`src/rtl/usbf_dma_arb.sv`:
```
// Round-robin arbiter sharing the function-core DMA channel among endpoints.
// One grant at a time: START pulse, WAIT for done or timeout, one GAP cycle.
module usbf_dma_arb #(
    parameter int NUM_EP  = 16,
    parameter int EP_W    = 4,
    parameter int TMO_W   = 8,
    parameter int TMO_CYC = 255
) (
    input  logic              clk,
    input  logic              rst,
    input  logic [NUM_EP-1:0] ep_dma_req,
    input  logic [NUM_EP-1:0] ep_en,
    output logic [NUM_EP-1:0] ep_dma_ack,
    output logic              dma_start,
    output logic [EP_W-1:0]   dma_ep,
    output logic              dma_busy,
    input  logic              dma_done,
    output logic              tmo_err,
    output logic [15:0]       xfer_cnt
);

    localparam int EXT_W = 2 ** EP_W;

    typedef enum logic [1:0] {S_IDLE, S_START, S_WAIT, S_GAP} state_t;

    state_t            r_state;
    logic [EP_W-1:0]   r_rr_ptr;
    logic [EP_W-1:0]   r_ep;
    logic [TMO_W-1:0]  r_tmo;
    logic [NUM_EP-1:0] r_ack;
    logic              r_start;
    logic              r_busy;
    logic              r_tmo_err;
    logic [15:0]       r_cnt;

    logic [EXT_W-1:0]  w_elig;
    logic              w_hit;
    logic [EP_W-1:0]   w_sel;
    logic [EP_W-1:0]   w_next_rr;
    logic              w_tmo_hit;

    // Zero-extended to the full index space so an EP_W-bit index never runs off the end.
    assign w_elig    = EXT_W'(ep_dma_req & ep_en);
    assign w_next_rr = (32'(r_ep) == 32'(NUM_EP - 1)) ? '0 : r_ep + EP_W'(1);
    assign w_tmo_hit = (r_tmo == TMO_W'(TMO_CYC - 1));

    always_comb begin
        int unsigned     sum;
        logic [EP_W-1:0] idx;
        w_hit = 1'b0;
        w_sel = '0;
        sum   = 0;
        idx   = '0;
        for (int unsigned i = 0; i < 32'(NUM_EP); i++) begin
            sum = 32'(r_rr_ptr) + i;
            if (sum >= 32'(NUM_EP)) sum = sum - 32'(NUM_EP);
            idx = EP_W'(sum);
            if (!w_hit && w_elig[idx]) begin
                w_hit = 1'b1;
                w_sel = idx;
            end
        end
    end

    always_ff @(posedge clk or posedge rst) begin
        if (rst) begin
            r_state   <= S_IDLE;
            r_rr_ptr  <= '0;
            r_ep      <= '0;
            r_tmo     <= '0;
            r_ack     <= '0;
            r_start   <= 1'b0;
            r_busy    <= 1'b0;
            r_tmo_err <= 1'b0;
            r_cnt     <= '0;
        end else begin
            r_ack     <= '0;
            r_start   <= 1'b0;
            r_tmo_err <= 1'b0;
            case (r_state)
                S_IDLE: begin
                    if (w_hit) begin
                        r_ep    <= w_sel;
                        r_start <= 1'b1;
                        r_busy  <= 1'b1;
                        r_state <= S_START;
                    end
                end
                S_START: begin
                    r_tmo   <= '0;
                    r_state <= S_WAIT;
                end
                S_WAIT: begin
                    if (dma_done) begin
                        r_ack    <= NUM_EP'(1) << r_ep;
                        r_cnt    <= r_cnt + 16'd1;
                        r_rr_ptr <= w_next_rr;
                        r_state  <= S_GAP;
                    end else if (w_tmo_hit) begin
                        r_tmo_err <= 1'b1;
                        r_rr_ptr  <= w_next_rr;
                        r_state   <= S_GAP;
                    end else begin
                        r_tmo <= r_tmo + TMO_W'(1);
                    end
                end
                S_GAP: begin
                    r_busy  <= 1'b0;
                    r_state <= S_IDLE;
                end
                default: r_state <= S_IDLE;
            endcase
        end
    end

    assign ep_dma_ack = r_ack;
    assign dma_start  = r_start;
    assign dma_ep     = r_ep;
    assign dma_busy   = r_busy;
    assign tmo_err    = r_tmo_err;
    assign xfer_cnt   = r_cnt;

endmodule

```
`config.mk`:
```
export PLATFORM = sky130hd
export DESIGN_NAME = usbf_dma_arb
export DESIGN_NICKNAME = d
export VERILOG_FILES = /design/src/rtl/usbf_dma_arb.sv
export SDC_FILE = /design/constraint.sdc
export NUM_CORES = 1
export LEC_CHECK = 0
export CORE_MARGIN = 10
export CORE_UTILIZATION = 56
export DETAILED_ROUTE_END_ITERATION = 8
export PLACE_DENSITY_LB_ADDON = 0.05
export SYNTH_ARGS = -nofsm -noshare
export SYNTH_HDL_FRONTEND = slang
export SYNTH_SLANG_ARGS = --single-unit
```
`constraint.sdc`:
```
create_clock -name clk -period 4.5 [get_ports clk]
set_input_delay 0.675 -clock clk [delete_from_list [all_inputs] [get_ports clk]]
set_output_delay 0.675 -clock clk [all_outputs]
set_load 0.03 [all_outputs]
```
==> summary.txt, run 1 <==
result of the run: finished clean
H-tree depth: 2
Hold Fails Final Rpt: 0
total grt overflow: 0
Area growth syn-to-layout: 18.15%
sequential share of power: 0.129
Ys Warns: 0
# rows: 34
# IOs: 74
proportion of synthesized area in mux cells: 0.1663
cells resized by post-CTS repair: 0
CORE AREA: 8806 um^2
initial drt markers: 756
initial antenna violation count: 0
Net Count, Synth: 621
crit path kind: register to register
DRT Pass-1 Iters: 6
vias in the first global route: 4721
Post-Synth XOR/XNOR Area: 0.06065
CTS Buf Count: 5
EDFF count, synth: 0
WL per Instance: 22.96 um
top_reg_cell synth: dfrtp_1
FFs w/ async S/R, synth: 1.000
Pint: 2.325 mW
maxcap violations: 0
# port buffers: 73
compound-gate portion of the synthesized area: 0.1761
fmax: 246.6 MHz
final WL: 17150 um
P_leak: 2.357 nW
worst path cell trace: buf_4, ha_1, xor2_2, o2111ai_1, a41oi_1, o22a_1, and4_4, nand3_2, o311a_1, a221oi_1, o21ai_1
Filler cells: 706
Num Clock Sinks: 53
total negative slack: 0 ps
Layout Cells excl Fill: 747
Die W: 115.6 um
die area: 13360 um^2
CTS hold repair buffers: 0
synthesized area per cell: 9.055 um^2
Post-DRT Antenna Nets: 0
post-synth top area share: 0.2592
multi-input logic area: 3561 um^2
CP bufs+invs: 1
critical path data required time: 4700 ps
register area: 1328 um^2
# placed instances: 739
WHS: 483.0 ps
Root Buffer: clkbuf_8
all-layer global routing usage: 0.2482
Sw Ratio: 0.5685
Design Area, Final: 6045 um^2
CP max-delay cell: xor2_2
first-pass GRT wire length: 26150 um
final worst path period share: 0.9012
area leader, netlist: dfrtp_1
Syn Inst Count: 565
clk_lat worst skew: 310 ps
largest net degree at the start of global routing: 54
Post-CTS Setup Bufs: 0
total power: 5.387 mW
maximum vdd drop: 665.0 uV
Critical Path Fanout Max: 31
gpl congestion: 1.068
Mapped Area: 5116 um^2
slowest stage delay, CP: 480 ps
Slew @ Worst Pin: 1086 ps
detailed placement HPWL: 13290 um
Via Count: 5143
clock power share: 0.053
RSZ-0062 raised after global routing: no
data arrival time of the worst path: 4250 ps
Psw: 3.062 mW
top cells by area, synth: dfrtp_1 26%, mux4_2 12%, ha_1 5.1%, nand2_1 4.7%, nor2_1 3.7%
Crit. End Element: register
die height: 115.6 um
fin nets: 694
drt drc: 0
Diodes inserted: 0
relative max-transition margin: 0.2748
CTS tree: done
max-slew violation total from the final report: 0
combinational share of power: 0.818
count of different cell masters after synthesis: 79
Cell Area, Placed: 5949 um^2
Clk pin slew, worst setup/hold paths: 100 ps
pwr dens: 891.2 nW/um^2
worst-case clock buffer depth: 2
cell family with most CP delay: compound AO/OA/AOI/OAI gates
Yosys reg bits: 53
Post-Synth Simple-Gate Area: 0.2416
share of layout cells above drive strength 1: 0.1377
Setup-failing EPs final: 0
adder-cell area share of the yosys netlist: 0.05136
Worst Skew: 7.016 ps
Final min period: 4055 ps
sequential area share after synthesis: 0.2592
DR vias/cell: 6.885
startpoint types: register
Hold Path Class: register to register
largest family of logic cells by synthesized area: simple AND/OR/NAND/NOR gates
initial core utilization: 0.5810
==> Yosys cell counts (5+ instances only) <==
cell	number
and3_1	9
ha_1	21
nor3_1	12
nor4_1	5
nand4_1	15
mux2_2	11
and2_1	11
clkbuf_1	6
o21ai_0	28
nand2b_1	6
o22a_1	5
nor2_1	51
dfrtp_1	53
mux4_2	27
a21oi_1	16
xnor2_1	18
o2111ai_1	8
buf_6	6
o22ai_1	8
buf_2	6
o31ai_1	5
nand2_1	64
nand3_1	36
xor2_1	10
mux2i_1	7
o21ai_1	11
inv_1	16
==> final timing paths <==
kind / cells past startpoint / from / slack, ps / to
hold / removal: 1 / xfer_cnt[15] / 480 / xfer_cnt[15]
max in group asynchronous: 2 / rst / 2830 / r_rr_ptr[0]
min in group asynchronous: 2 / rst / 940 / ep_dma_ack[15]
hold reg to reg: 1 / xfer_cnt[15] / 480 / xfer_cnt[15]
setup reg to reg: 11 / r_rr_ptr[0] / 440 / dma_ep[1]
setup / recovery: 11 / r_rr_ptr[0] / 440 / dma_ep[1]
==> placed cells by master (no fill, tap or decap), drive strengths merged, types with 3 or more instances in the layout <==
cell type,Yosys,routed
a22oi,4,4
nand2,64,64
o21ai,39,39
o32ai,5,5
mux4,27,27
nand3,37,37
a41oi,4,4
nor4,6,6
or3,4,4
nand4,16,16
a21oi,16,16
ha,21,21
a2111oi,3,3
o2111ai,8,8
mux2i,8,8
o22ai,8,8
a211oi,3,3
nor2,52,52
and3,9,9
nor2b,4,4
clkdlybuf4s50,0,73
xor2,12,12
inv,20,21
buf,17,16
mux2,13,13
and2,12,12
xnor2,20,20
nor3,14,14
nand4b,4,4
or2,4,4
dfrtp,53,53
o31ai,5,5
o22a,5,5
clkbuf,6,5
nand2b,6,6
==> routing by layer <==
layer	vias to the layer above	track usage	routed length [um]
met3	44	0.06977	2214
li1	2287	-	-
met4	0	0.05490	375
met2	351	0.3814	7817
met1	2461	0.3403	6742
met5	-	0	0
==> cells by family (layout without fill, tap and decap cells) <==
kind of cell | after synthesis | count (layout)
DFF | 53 | 53
buffers and inverters | 43 | 117
xor gates and xnor gates | 32 | 32
AOI/OAI and AO/OA | 127 | 127
and+or+nand+nor | 241 | 241
muxes | 48 | 48
adders and majority gates | 21 | 21
==> registers in the layout, indices dropped and copies added (netlist names) <==
name        cells
dma_start       1
xfer_cnt       16
dma_busy        1
r_state         2
dma_ep          4
r_rr_ptr        4
ep_dma_ack     16
r_tmo           8
tmo_err         1
==> power by group through the flow <==
stage / logic (mW) / clock network (mW) / registers, mW
finish: 4.40 / 0.288 / 0.694
global route: 4.64 / 0.307 / 0.711
CTS: 4.24 / 0.293 / 0.691
detailed placement: 4.21 / 0 / 0.701
global placement: 4.24 / 0 / 0.691
floorplan: 2.97 / 0 / 0.769
==> area by class of cell <==
| class | instances | share of cell area |
|---|---|---|
| Clock buffer | 5 | 0.01138 |
| Clock inverter | 3 | 0.004347 |
| Inverter | 20 | 0.01242 |
| Multi-Input combinational cell | 469 | 0.5891 |
| Sequential cell | 53 | 0.2196 |
| Tap cell | 108 | 0.02236 |
| Timing Repair Buffer | 89 | 0.1408 |
==> per-stage QoR <==
step | worst slack (ps) | util
2_1_floorplan | 845.9 | -
3_3_place_gp | 522.3 | 0.6756
6_report | 444.6 | 0.6864
5_1_grt | 239.9 | 0.6864
4_1_cts | 571.8 | 0.6864
3_5_place_dp | 525.7 | 0.6756
No activity file was read; power rests on OpenSTA's default activity.
==> run 2: changes to the inputs <==
--- a/config.mk
+++ b/config.mk
@@ -5,6 +5,7 @@
 export SDC_FILE = /design/constraint.sdc
 export NUM_CORES = 1
 export LEC_CHECK = 0
+export CAP_MARGIN = 25
 export CORE_MARGIN = 10
 export CORE_UTILIZATION = 56
 export DETAILED_ROUTE_END_ITERATION = 8
==> run 2 against run 1 <==
Compared with the run above:
- cell area rose by 0.33%
- fmax barely moved
- critical path depth did not move
- via count barely moved
- count of clock-buffer cells in the layout did not move
- die area did not move
- clock skew rose by 0.77 ps
- sequential power barely moved
- total power barely moved
- highest routed layer unchanged
==> summary.txt, run 2 (same netlist as run 1, synthesis figures left out) <==
initial drt markers: 796
Design Area, Final: 6065 um^2
CTS tree: done
CTS Buf Count: 5
total power: 5.392 mW
Num Clock Sinks: 53
Setup-failing EPs final: 0
first-pass GRT wire length: 26150 um
WL per Instance: 22.93 um
Final min period: 4052 ps
crit path kind: register to register
most frequent cells in the layout: 73 x clkdlybuf4s50_1, 64 x nand2_1, 52 x dfrtp_1, 51 x nor2_1, 36 x nand3_1
final worst path period share: 0.9004
grt met1 use: 0.3403
Cell Area, Placed: 5949 um^2
total grt overflow: 0
all-layer global routing usage: 0.2482
total negative slack: 0 ps
M3 GR Usage: 0.06977
Hold Path Class: register to register
Critical Path Fanout Max: 31
vias in the first global route: 4721
clk_lat worst skew: 310 ps
final WL: 17150 um
max-slew violation total from the final report: 0
fin nets: 695
Diodes inserted: 0
cells resized by post-CTS repair: 0
data arrival time of the worst path: 4250 ps
Worst Skew: 7.783 ps
critical path data required time: 4690 ps
gpl congestion: 1.068
RSZ-0062 raised after global routing: no
fmax: 246.8 MHz
Die W: 115.6 um
detailed placement HPWL: 13290 um
Post-CTS Setup Bufs: 0
maxcap violations: 0
CTS hold repair buffers: 0
Via Count: 5141
CORE AREA: 8806 um^2
GR Util met2: 0.3814
die area: 13360 um^2
share of layout cells above drive strength 1: 0.1391
# port buffers: 73
H-tree depth: 2
GRT Max-Usage Layer: met2
FF-to-FF path depth: 11
# IOs: 74
Clk pin slew, worst setup/hold paths: 100 ps
Slew @ Worst Pin: 971.2 ps
maximum vdd drop: 674.3 uV
result of the run: finished clean
worst-case clock buffer depth: 2
relative max-transition margin: 0.3526
P_leak: 2.366 nW
# rows: 34
Hold Fails Final Rpt: 0
DRT Pass-1 Iters: 5
Crit. End Element: register
Area growth syn-to-layout: 18.54%
commonest non-fill, non-tap cell in the layout: clkdlybuf4s50_1
initial core utilization: 0.5810
Post-DRT Antenna Nets: 0
hold path depth: 1
drt drc: 0
die height: 115.6 um
startpoint types: register
DR vias/cell: 6.873
largest net degree at the start of global routing: 54
pwr dens: 889.1 nW/um^2
initial antenna violation count: 0
Root Buffer: clkbuf_8
==> run 2: cell types whose count changed in the layout (fill, tap and decap cells not counted), sizes merged <==
cell,change
buf,+1
==> run 2: cell type report <==
class | instances | area, um^2
clock inverter | 3 | 26.28
clock buffer | 5 | 68.82
inverter | 20 | 75.07
tap | 108 | 135.1
timing repair buffer | 90 | 870.8
sequential | 53 | 1328
fill | 704 | 2741
multi-input combinational | 469 | 3561
==> run 2: power breakdown <==
part | internal (mW) | switching, mW | leakage, nW
Combinational | 1.64 | 2.77 | 1.62
Sequential | 0.570 | 0.125 | 0.707
Clock | 0.114 | 0.174 | 0.0423
==> run 2: per-stage QoR <==
stage                     hold slack (ps)  instances  utilization  setup slack [ps]
after floorplan                     471.3        565            -             845.9
after global placement              459.3        739       0.6756             522.3
after detailed placement            477.7        739       0.6756             525.7
after CTS                           493.3        747       0.6864             571.8
after global routing                509.6        748       0.6887             239.9
final                               483.4        748       0.6887             448.1
==> run 2: worst paths after layout <==
check | to | from | slack [ps]
worst max-delay path | dma_ep[1] | r_rr_ptr[0] | 450
worst min-delay path | xfer_cnt[15] | xfer_cnt[15] | 480
worst max register to register | dma_ep[1] | r_rr_ptr[0] | 450
worst min register to register | xfer_cnt[15] | xfer_cnt[15] | 480
max in group asynchronous | r_tmo[2] | rst | 3360
min in group asynchronous | ep_dma_ack[15] | rst | 630
==> run 2: critical path: stages, from the launching register on <==
cell and delay (ps):
dfrtp_2 400, buf_4 320, ha_1 410, xor2_2 470
o2111ai_1 290, a41oi_1 460, o22a_1 270, and4_4 320
nand3_2 240, o311a_1 420, a221oi_1 230, o21ai_1 100
==> run 2: per-layer routing <==
layer / up-vias / share of wire
met5: - / 0
met4: 0 / 0.025
met3: 49 / 0.13
met2: 349 / 0.46
met1: 2451 / 0.39
li1: 2292 / -
==> run 3: changes to the inputs <==
--- a/config.mk
+++ b/config.mk
@@ -6,7 +6,6 @@
 export NUM_CORES = 1
 export LEC_CHECK = 0
 export CAP_MARGIN = 25
-export CORE_MARGIN = 10
 export CORE_UTILIZATION = 56
 export DETAILED_ROUTE_END_ITERATION = 8
 export PLACE_DENSITY_LB_ADDON = 0.05
==> run 3 against run 2 <==
Compared with the run above:
- global-route usage up 7.9 points
- total power down 2.2%
- count of clock-buffer cells in the layout up 1
- cell area up 0.27%
- die area down 29%
- sequential cell count unchanged
- combinational power down 4%
- first-iteration DRC count down 39%
- clock skew up 3.4 ps
- worst setup slack better by 55 ps
- utilization up 0.52 points
- critical endpoint unchanged
- largest cell class unchanged
==> summary.txt, run 3 (same netlist as run 1, synthesis figures left out) <==
clock power share: 0.061
Diodes inserted: 0
share of layout cells above drive strength 1: 0.1375
combinational share of power: 0.802
Hold Fails Final Rpt: 0
Worst Skew: 11.20 ps
fin nets: 695
Post-CTS Setup Bufs: 0
result of the run: finished clean
# IOs: 74
drt drc: 0
vias in the first global route: 4828
maximum vdd drop: 596.9 uV
GRT Max-Usage Layer: met2
final worst path period share: 0.8883
Clk pin slew, worst setup/hold paths: 100 ps
WL per Instance: 20.78 um
initial drt markers: 483
startpoint types: register
detailed placement HPWL: 11970 um
Slew @ Worst Pin: 881.9 ps
fmax: 250.2 MHz
P_leak: 2.378 nW
DR vias/cell: 6.753
die area: 9522 um^2
sequential share of power: 0.136
grt met1 use: 0.4169
first-pass GRT wire length: 24860 um
# rows: 34
# port buffers: 73
largest net degree at the start of global routing: 65
Pint: 2.383 mW
Root Buffer: clkbuf_8
Num Clock Sinks: 53
worst-case clock buffer depth: 2
Critical Path Fanout Max: 16
CTS Buf Count: 5
Final min period: 3997 ps
total power: 5.272 mW
H-tree depth: 2
CTS hold repair buffers: 0
cells resized by post-CTS repair: 0
relative max-transition margin: 0.4075
critical path data required time: 4690 ps
M3 GR Usage: 0.04317
crit path kind: register to register
Post-DRT Antenna Nets: 0
Die W: 97.58 um
max-slew violation total from the final report: 0
commonest non-fill, non-tap cell in the layout: clkdlybuf4s50_1
maxcap violations: 0
die height: 97.58 um
Psw: 2.889 mW
RSZ-0062 raised after global routing: no
data arrival time of the worst path: 4190 ps
initial antenna violation count: 0
total grt overflow: 0
gpl congestion: 0.9740
all-layer global routing usage: 0.3270
Hold Path Class: register to register
clk_lat worst skew: 310 ps
pwr dens: 867.0 nW/um^2
Area growth syn-to-layout: 18.86%
initial core utilization: 0.5838
Crit. End Element: register
Setup-failing EPs final: 0
GR Util met2: 0.5594
CTS tree: done
CORE AREA: 8763 um^2
Sw Ratio: 0.5479
final WL: 15540 um
most frequent cells in the layout: 73 x clkdlybuf4s50_1, 64 x nand2_1, 52 x dfrtp_1, 51 x nor2_1, 36 x nand3_1
DRT Pass-1 Iters: 7
Via Count: 5051
total negative slack: 0 ps
[run 3: cell types whose count changed in the layout (fill, tap and decap cells not counted), sizes merged]
cell / delta
inv: -1
clkbuf: +1
clkinv: +1
bufinv: +1
clkinvlp: -2
[run 3: power by group through the flow]
stage | clock network [mW] | logic (mW) | registers (mW)
6_report | 0.324 | 4.23 | 0.718
3_3_place_gp | 0 | 4.09 | 0.716
3_5_place_dp | 0 | 4.09 | 0.726
4_1_cts | 0.326 | 4.12 | 0.717
2_1_floorplan | 0 | 2.97 | 0.769
5_1_grt | 0.346 | 4.49 | 0.735
[run 3: worst paths after layout]
check | from | end | slack, ps | cells past startpoint
setup reg to reg | r_rr_ptr[2] | dma_ep[1] | 500 | 10
hold / removal | xfer_cnt[15] | xfer_cnt[15] | 470 | 1
min in group asynchronous | rst | xfer_cnt[7] | 620 | 2
setup / recovery | r_rr_ptr[2] | dma_ep[1] | 500 | 10
hold reg to reg | xfer_cnt[15] | xfer_cnt[15] | 470 | 1
max in group asynchronous | rst | r_rr_ptr[0] | 3360 | 3
[run 3: final cells by class]
type	instances	area, um^2
clock buffers	6	72.57
flip-flops and latches	53	1328
well taps	108	135.1
multi-input cells	469	3561
inverters	20	75.07
repair buffers	90	870.8
fillers	689	2683
clock inverters	2	38.79
[run 3: layer usage]
layer  share of wire  vias up
met5               0        -
met4           0.035        0
met3           0.082       53
met2            0.49      302
met1            0.39     2400
li1                -     2296
[run 3: stage by stage]
step / area, um^2 / setup WS (ps) / cells / utilization / hold slack (ps)
floorplan: 5116 / 845.9 / 565 / - / 471.3
global route: 6081 / 349.1 / 748 / 0.6939 / 508.4
CTS: 6081 / 662.4 / 748 / 0.6939 / 479.5
detailed placement: 5969 / 639.6 / 740 / 0.6812 / 466.2
finish: 6081 / 502.8 / 748 / 0.6939 / 470.8
global placement: 5949 / 635.4 / 739 / 0.6789 / 458.1
[run 3: worst max-delay path, cell delays in order, from the launching register on]
cell,delay [ps]
dfrtp_1,670
buf_4,370
xor2_2,450
o2111ai_1,290
a41oi_1,500
o22a_1,280
and4_4,320
nand3_2,230
o311a_1,420
a221oi_1,240
o21ai_1,100
